<file path="src/rtl/load_use_scoreboard_pkg.sv">
// Shared constants and types for the load-use scoreboard hazard unit.
package load_use_scoreboard_pkg;

    localparam int REG_ADDR_W_DEF = 5;
    localparam int LOAD_LAT_DEF   = 2;
    localparam int CNT_W_DEF      = 3;
    localparam int PERF_W_DEF     = 16;

    // Canonical NOP (addi x0,x0,0) injected by the pipe on bubble/flush.
    localparam logic [31:0] NOP_INSN = 32'h0000_0013;

    // Which hazard wins this cycle; encoded in priority order.
    typedef enum logic [1:0] {
        HZ_NONE    = 2'd0,
        HZ_LUSE    = 2'd1,
        HZ_BRANCH  = 2'd2,
        HZ_MEMWAIT = 2'd3
    } hz_sel_e;

endpackage

</file>
<file path="src/rtl/load_use_scoreboard_sb_counter.sv">
// Per-register load countdown: reloads on a load issue, otherwise counts to 0.
module sb_counter #(
    parameter int CNT_W    = 3,
    parameter int LOAD_LAT = 2
) (
    input  logic             clk,
    input  logic             rst_n,
    input  logic             i_en,
    input  logic             i_set,
    output logic [CNT_W-1:0] o_cnt
);

    logic [CNT_W-1:0] r_cnt;

    // Reload wins over decrement; whole counter frozen while the pipe waits on memory.
    always_ff @(posedge clk or negedge rst_n) begin
        if (!rst_n) begin
            r_cnt <= '0;
        end else if (i_en) begin
            if (i_set)
                r_cnt <= CNT_W'(LOAD_LAT);
            else if (r_cnt != '0)
                r_cnt <= r_cnt - 1'b1;
        end
    end

    assign o_cnt = r_cnt;

endmodule

</file>
<file path="src/rtl/load_use_scoreboard.sv">
// Load-use hazard unit: per-register countdown scoreboard, hold/bubble/flush/freeze
// priority logic and a saturating stall-cycle performance counter.
module load_use_scoreboard
    import load_use_scoreboard_pkg::*;
#(
    parameter int REG_ADDR_W = REG_ADDR_W_DEF,
    parameter int LOAD_LAT   = LOAD_LAT_DEF,
    parameter int CNT_W      = CNT_W_DEF,
    parameter int PERF_W     = PERF_W_DEF
) (
    input  logic                  clk,
    input  logic                  rst_n,
    input  logic [REG_ADDR_W-1:0] id_rs1,
    input  logic [REG_ADDR_W-1:0] id_rs2,
    input  logic                  id_use_rs1,
    input  logic                  id_use_rs2,
    input  logic                  id_valid,
    input  logic                  id_is_load,
    input  logic [REG_ADDR_W-1:0] id_rd,
    input  logic                  ex_branch_taken,
    input  logic                  mem_busy,
    output logic                  hold_pc,
    output logic                  hold_if_id,
    output logic                  bubble_id_ex,
    output logic                  flush_if_id,
    output logic                  freeze_all,
    output logic                  id_issue,
    output logic [PERF_W-1:0]     stall_count
);

    localparam int NUM_REGS = 2 ** REG_ADDR_W;

    logic [NUM_REGS-1:0][CNT_W-1:0] w_cnt;
    logic                           w_luse;
    logic                           w_set_load;
    hz_sel_e                        w_sel;
    logic [PERF_W-1:0]              r_stall_count;

    // x0 is never a real destination, so its entry is a constant zero.
    assign w_cnt[0] = '0;

    assign w_set_load = id_issue & id_is_load & (id_rd != '0);

    generate
        for (genvar r = 1; r < NUM_REGS; r++) begin : g_sb
            sb_counter #(
                .CNT_W    (CNT_W),
                .LOAD_LAT (LOAD_LAT)
            ) u_cnt (
                .clk   (clk),
                .rst_n (rst_n),
                .i_en  (~mem_busy),
                .i_set (w_set_load & (id_rd == REG_ADDR_W'(r))),
                .o_cnt (w_cnt[r])
            );
        end
    endgenerate

    assign w_luse = id_valid & ((id_use_rs1 & (w_cnt[id_rs1] != '0)) |
                                (id_use_rs2 & (w_cnt[id_rs2] != '0)));

    // Hazard selection and pipe controls: memory wait > taken branch > load-use.
    always_comb begin
        w_sel        = HZ_NONE;
        hold_pc      = 1'b0;
        hold_if_id   = 1'b0;
        bubble_id_ex = 1'b0;
        flush_if_id  = 1'b0;
        freeze_all   = 1'b0;
        id_issue     = 1'b0;
        if (mem_busy) begin
            w_sel      = HZ_MEMWAIT;
            freeze_all = 1'b1;
            hold_pc    = 1'b1;
            hold_if_id = 1'b1;
        end else if (ex_branch_taken) begin
            w_sel        = HZ_BRANCH;
            flush_if_id  = 1'b1;
            bubble_id_ex = 1'b1;
        end else if (w_luse) begin
            w_sel        = HZ_LUSE;
            hold_pc      = 1'b1;
            hold_if_id   = 1'b1;
            bubble_id_ex = 1'b1;
        end else begin
            id_issue = id_valid;
        end
    end

    // Count load-use stall cycles only, saturating at all-ones.
    always_ff @(posedge clk or negedge rst_n) begin
        if (!rst_n)
            r_stall_count <= '0;
        else if ((w_sel == HZ_LUSE) && (r_stall_count != '1))
            r_stall_count <= r_stall_count + PERF_W'(1);
    end

    assign stall_count = r_stall_count;

endmodule

</file>
<file path="config.mk">
export PLATFORM = sky130hd
export DESIGN_NAME = load_use_scoreboard
export DESIGN_NICKNAME = d
export VERILOG_FILES = /design/src/rtl/load_use_scoreboard_pkg.sv /design/src/rtl/load_use_scoreboard_sb_counter.sv /design/src/rtl/load_use_scoreboard.sv
export SDC_FILE = /design/constraint.sdc
export NUM_CORES = 1
export LEC_CHECK = 0
export ABC_AREA = 1
export BUFFER_PORTS_ARGS = -buffer_cell sky130_fd_sc_hd__buf_4
export CORE_UTILIZATION = 40
export DETAILED_ROUTE_END_ITERATION = 10
export SLEW_MARGIN = 20
export SYNTH_ARGS = -nofsm -noshare
export SYNTH_HDL_FRONTEND = slang
export SYNTH_SLANG_ARGS = --single-unit
export TNS_END_PERCENT = 50
</file>
<file path="constraint.sdc">
create_clock -name clk -period 2.18 [get_ports clk]
set_input_delay 0.109 -clock clk [delete_from_list [all_inputs] [get_ports clk]]
set_output_delay 0.109 -clock clk [all_outputs]
set_load 0.005 [all_outputs]
</file>
# Word level (Yosys, flattened, before mapping)
# Index checks and enable logic that the tools add are counted.
# totals
ff_bits	109
inputBits	23
out_inout_bits	22
word_cells	314
# op_classes
addsub	32
order_cmp	2
eq_ne	33
mux	80
bitwise_logic	38
reduce_logical	97
# op_table
cell	count
3-bit two-way mux	64
3-bit nonzero test	33
3-bit by 1-bit subtractor with 3-bit output, second input constant	31
5-bit equality test, second input constant	16
2-bit AND reduction	31
2-bit nonzero test	31
5-bit by 4-bit equality test with 1-bit output, second input constant	8
1-bit AND	36
3-bit binary-select mux with 5-bit select	2
5-bit by 3-bit equality test with 1-bit output, second input constant	4
16-bit by 1-bit adder with 16-bit output, second input constant	1
16-bit inequality test, second input constant	1
5-bit by 6-bit less-than comparator with 1-bit output, second input constant	2
1-bit two-way mux	12
5-bit by 2-bit equality test with 1-bit output, second input constant	2
5-bit by 1-bit equality test with 1-bit output, second input constant	1
5-bit nonzero test	1
2-bit two-way mux	2
2-bit by 1-bit equality test with 1-bit output, second input constant	1
1-bit logical AND	1
1-bit inverter	1
1-bit bitwise OR	1

# Depth between registers and ports, before layout
# logic_depth
ltp_word	14
ltp_mapped	19
depth_no_buf	17

# Hierarchy
# A second synthesis with hierarchy kept.
# unflattened
cells_unflattened	1303
area_unflattened_um2	8635.8
# by_module_without_submodules
mod	n_inst	cells_each	area_per_inst_um2	seq_area_each_um2
sb_counter	31	23	176.4	75.1
load_use_scoreboard	1	590	3166.8	400.4

# Worst setup path before layout
# Ideal clock, no wire load.
# synth_timing
kind	input -> register
start	input port id_rs2[1]
end	register g_sb[10].u_cnt.r_cnt[0]
setup_ns	0.117
t_arrival_ns	1.796
required_ns	2.063
path_slack_ns	0.267
path_stages	17
path_buffers	3
cell_sequence	buf_2 inv_1 buf_2 nand3_1 nand3_1 nand2_1 nor2_1 nand2_1 a21oi_1 nor2_1 nor2_4 buf_6 nand4_1 nand2_1 nand2_1 nand2_1 nand2_1
# synth_via
elab_chain_len	14
word_cells_on_any_way	15
classes_between	6 x mux; 6 x bitwise; 3 x reduce/logical
# synth_rtl
item	line_no	rtl
start, declared	load_use_scoreboard.sv:14	input logic [REG_ADDR_W-1:0] id_rs2,
3-bit binary-select mux with 5-bit select (*)	load_use_scoreboard.sv:60	(id_use_rs2 & (w_cnt[id_rs2] != '0)));
3-bit two-way mux (not written as such) (*)	load_use_scoreboard.sv:60	
3-bit nonzero test (*)	load_use_scoreboard.sv:60	
1-bit AND (*)	load_use_scoreboard.sv:60	
1-bit bitwise OR (*)	load_use_scoreboard.sv:59	assign w_luse = id_valid & ((id_use_rs1 & (w_cnt[id_rs1] != '0)) |
1-bit AND (*)	load_use_scoreboard.sv:59	
1-bit two-way mux (*)	load_use_scoreboard.sv:80	end else if (w_luse) begin
1-bit two-way mux (*)	load_use_scoreboard.sv:76	end else if (ex_branch_taken) begin
1-bit two-way mux (*)	load_use_scoreboard.sv:71	if (mem_busy) begin
1-bit AND (*) (2 in a row)	load_use_scoreboard.sv:42	assign w_set_load = id_issue & id_is_load & (id_rd != '0);
1-bit AND (*)	load_use_scoreboard.sv:53	.i_set (w_set_load & (id_rd == REG_ADDR_W'(r))),
2-bit nonzero test (no line)	--	
2-bit AND reduction (no line)	--	
end signal, assigned	load_use_scoreboard_sb_counter.sv:21	r_cnt <= CNT_W'(LOAD_LAT);
end signal, assigned	load_use_scoreboard_sb_counter.sv:23	r_cnt <= r_cnt - 1'b1;
end, declared	load_use_scoreboard_sb_counter.sv:13	logic [CNT_W-1:0] r_cnt;
# Mark *: on every way between the ends. The rest lies on a longest branch, timed or not. The select of a mux whose other input is x is not followed.
# A chain may end at the register's enable or synchronous reset.

# Worst setup path after layout
# layout_timing
start	register g_sb[5].u_cnt.r_cnt[0]
end	output port hold_pc
# layout_via
elab_chain_len	9
word_cells_on_any_way	13
classes_between	7 x mux; 4 x bitwise; 2 x reduce/logical
# layout_rtl
item	line_no	rtl
start, declared	load_use_scoreboard_sb_counter.sv:13	
start signal, assigned	load_use_scoreboard_sb_counter.sv:21	
start signal, assigned	load_use_scoreboard_sb_counter.sv:23	
3-bit binary-select mux with 5-bit select, on equally long branches	load_use_scoreboard.sv:59, load_use_scoreboard.sv:60	
3-bit two-way mux, on equally long branches	load_use_scoreboard.sv:59, load_use_scoreboard.sv:60	
3-bit nonzero test, on equally long branches	load_use_scoreboard.sv:59, load_use_scoreboard.sv:60	
1-bit AND, on equally long branches	load_use_scoreboard.sv:59, load_use_scoreboard.sv:60	
1-bit bitwise OR (*)	load_use_scoreboard.sv:59	
1-bit AND (*)	load_use_scoreboard.sv:59	
1-bit two-way mux (*)	load_use_scoreboard.sv:80	
1-bit two-way mux (*)	load_use_scoreboard.sv:76	
1-bit two-way mux (*)	load_use_scoreboard.sv:71	
end, declared	load_use_scoreboard.sv:22	output logic hold_pc,
# Marks and branches as above.

==> summary.md <==
| Metric | Value |
|---|---|
| Largest net degree at the start of global routing | 66 |
| Port buffer count | 44 |
| Type of the worst setup path | reg -> out |
| Initial DRC count | 684 |
| Syn Area/Cell | 6.67 sq um |
| Worst skew pair latency | 0.37 ns |
| Max_slew headroom | 0.447 |
| Tmin final | 2.46 ns |
| H-Tree Depth | 3 |
| DR pass1 iterations | 6 |
| Post-synthesis cell count | 1210 |
| # nets final | 1521 |
| First-pass GRT wire length | 37.6 mm |
| Comb pwr share | 0.588 |
| Critical path's top delay family | simple AND/OR/NAND/NOR gates |
| Hold Fails Final Rpt | 0 |
| Arrival time at the worst endpoint | 2.35 ns |
| Worst R2R Setup Slack | -0.23 ns |
| Post-DRT Antenna Nets | 0 |
| Post-synth top area cell | dfrtp_1 |
| Worst setup SP type | flip-flop |
| DRT Wirelength | 23.3 mm |
| TritonCTS Sinks | 109 |
| Ys Warns | 0 |
| Final std cells w/o fill | 1705 |
| CP max stage cell | dfrtp_1 |
| Fin area | 11100 sq um |
| Die X | 144 um |
| Row count | 51 |
| Root Buffer | clkbuf_16 |
| HPWL after DPL | 17.3 mm |
| Reg-to-reg startpoint | g_sb[5].u_cnt.o_cnt[0] |
| Final setup vio count | 110 |
| Top post-synthesis cells by area | dfrtp_1 (34%), nand2_1 (19%), ha_1 (9.8%) |
| RSZ-0062 raised after global routing | true |
| Mapped cell area | 8070 sq um |
| Clock slew at reported path FFs | 0.08 ns |
| DIE AREA | 20800 sq um |
| Violated checks | setup timing |
| CTS tree | built |
| Netlist cell types | 26 |
| Peak supply drop | 0.000652 V |
| Worst-margin pin slew | 0.828 ns |
| Vias in the first global route | 7807 |
| CP required | 2.07 ns |
| Diode count | 0 |
| Hold path endpoint | stall_count[12] |
| Pint | 7.49 mW |
| Most frequent cells in the layout | nand2_1 (350), buf_4 (220), inv_1 (192) |
| Maximum clock path buffer count | 2 |
| Maxcap violations | 0 |
| Synthesized flop and latch total | 109 |
| Via Count | 8399 |
| Initial core utilization | 0.412 |
| # IOs | 45 |
| Area delta synth->final | 37.0% |
| Total track usage | 0.232 |
| Area after DPL | 9970 sq um |
| Via density | 4.93 |
| Placed cell count | 1660 |
| Post-layout util | 0.564 |
| Drt wl/cell | 13.7 um |
| Total CTS buffers | 9 |
| Status | complete, but fails checks |
| Buf/Inv on CP | 5 |
| Period utilisation layout | 1.13 |
| Hold WC Path Type | in -> reg |
| CP most frequent cell | nor2_4 |
| Switching Power | 5.62 mW |
| Core ar. | 19600 sq um |
| RePlAce Congestion | 0.977 |
| Max incr delay on CP | 0.40 ns |
| Share of cells above drive strength 1 | 0.269 |
| Register area share after synthesis | 0.338 |
| DRC viols | 0 |
| Most common cell after layout, fill and taps aside | nand2_1 |
| Place WS | -0.334 ns |
| Die H | 144 um |
| End of the worst register-to-register path | g_sb[3].u_cnt.o_cnt[1] |
| Initial antenna violation count | 0 |
| Setup ws final | -0.279 ns |
| Final slew viol count | 0 |
| Fmax | 407 MHz |
| Length in cells of the worst reg-to-reg path | 16 |
| Grt total ovfl | 0 |
| CP cell instances | nor2_2, nand2_1, a21oi_2, nand3b_1, nand3_1, nand3_1, nand2_1, nor2_4, nor2_4, buf_12, buf_6, buf_6, nor2_4, inv_2, o21ai_2, buf_4 |
| Reg power frac | 0.286 |
| Net Count, Synth | 1296 |
| Overall power | 13.1 mW |
| Setup crit end kind | output pin |
| Clock network fraction of design power | 0.126 |
| Worst Skew | 0.0124 ns |
| Post-synth top area share | 0.338 |
| Critical-path maximum fanout | 4 |
| Hold path cells | 4 |
| Hold path startpoint | ex_branch_taken |
| Net Sw Frac | 0.429 |
| P_leak | 5.95 nW |
| Pwr dens | 1190 nW/um^2 |
[routing by layer]
| layer | wire, um | GRT usage |
|---|---|---|
| met1 | 10600 | 0.309 |
| met2 | 10900 | 0.381 |
| met3 | 1210 | 0.0381 |
| met4 | 556 | 0.0801 |
| met5 | 0 | 0 |
[state kept, by name, indices dropped and copies added (netlist names)]
signal / cells
g_sb.u_cnt.o_cnt: 93
stall_count: 16
[cells by family after synthesis]
group / after synthesis / share of synthesized area
AOI/OAI and AO/OA: 40 / 0.0250
xor gates and xnor gates: 14 / 0.0152
adders and majority gates: 63 / 0.0977
buffers and inverters: 243 / 0.121
DFF: 109 / 0.338
and+or+nand+nor: 741 / 0.403
[per-stage QoR]
stage	TNS [ns]	hold slack, ns
6_report	-16.35	0.136
3_5_place_dp	-12.73	0.163
4_1_cts	-17.92	0.128
3_3_place_gp	-9.23	0.162
5_1_grt	-37.03	0.184
2_1_floorplan	0	-0.187
[Yosys cell counts (all sizes together)]
cell / count
buf: 24
nand2: 417
xor2: 9
nand3b: 1
a31oi: 1
ha: 63
dfrtp: 109
nand3: 117
xnor2: 5
a21oi: 11
o21ai: 28
nor3: 18
nor4: 4
nor3b: 1
clkbuf: 16
inv: 203
nand4: 97
and2: 1
nor2: 85
[power by group through the flow]
stage               sequential, mW  clock, mW  combinational [mW]
global placement              3.71          0                6.82
detailed placement            3.69          0                7.00
finish                        3.75       1.65                7.70
global route                  3.86       1.77                8.86
CTS                           3.70       1.70                7.31
floorplan                     3.51          0                4.29
[layout make-up]
class	instances	area (sq um)
Timing Repair Buffer	254	2180
Tap cell	265	332
Fill cell	1920	8530
Clock inverter	5	43.8
Inverter	203	763
Sequential cell	109	2730
Multi-Input combinational cell	858	4770
Clock buffer	11	243
[worst reg2reg max path, cell delays in order, from the launching register on]
cell       delay, ns
dfrtp_1         0.40
nor2_2          0.18
nand2_1         0.10
a21oi_2         0.13
nand3b_1        0.09
nand3_1         0.09
nand3_1         0.08
nand2_1         0.11
nor2_4          0.06
nor2_4          0.11
buf_4           0.12
bufbuf_16       0.25
nand4_1         0.18
buf_4           0.25
nand2_1         0.06
nand3_1         0.07
nand2_1         0.08
[how the worst max path moves through the flow]
stage	depth (start not counted)	slack, ns	startpoint	end
6_report	16	-0.28	g_sb[5].u_cnt.o_cnt[0]	hold_pc
5_1_grt	15	-0.44	g_sb[25].u_cnt.o_cnt[2]	hold_pc
3_5_place_dp	20	-0.33	id_rs1[1]	stall_count[5]
3_3_place_gp	20	-0.28	id_rs1[1]	stall_count[5]
4_1_cts	18	-0.29	g_sb[21].u_cnt.o_cnt[0]	hold_pc
2_1_floorplan	17	0.27	id_rs2[1]	g_sb[10].u_cnt.o_cnt[0]
[repair_timing]
| action | 4_1_cts | 5_1_grt |
|---|---|---|
| cloned | 3 | 2 |
| endpoints found under the setup margin | 102 | 113 |
| hold endpoints to repair | 40 | 0 |
| resized for setup | 64 | 110 |
| buffers inserted | 18 | 9 |
| hold buffers | 1 | 0 |
| pin swaps | 25 | 48 |
No activity file was read; power rests on OpenSTA's default activity.
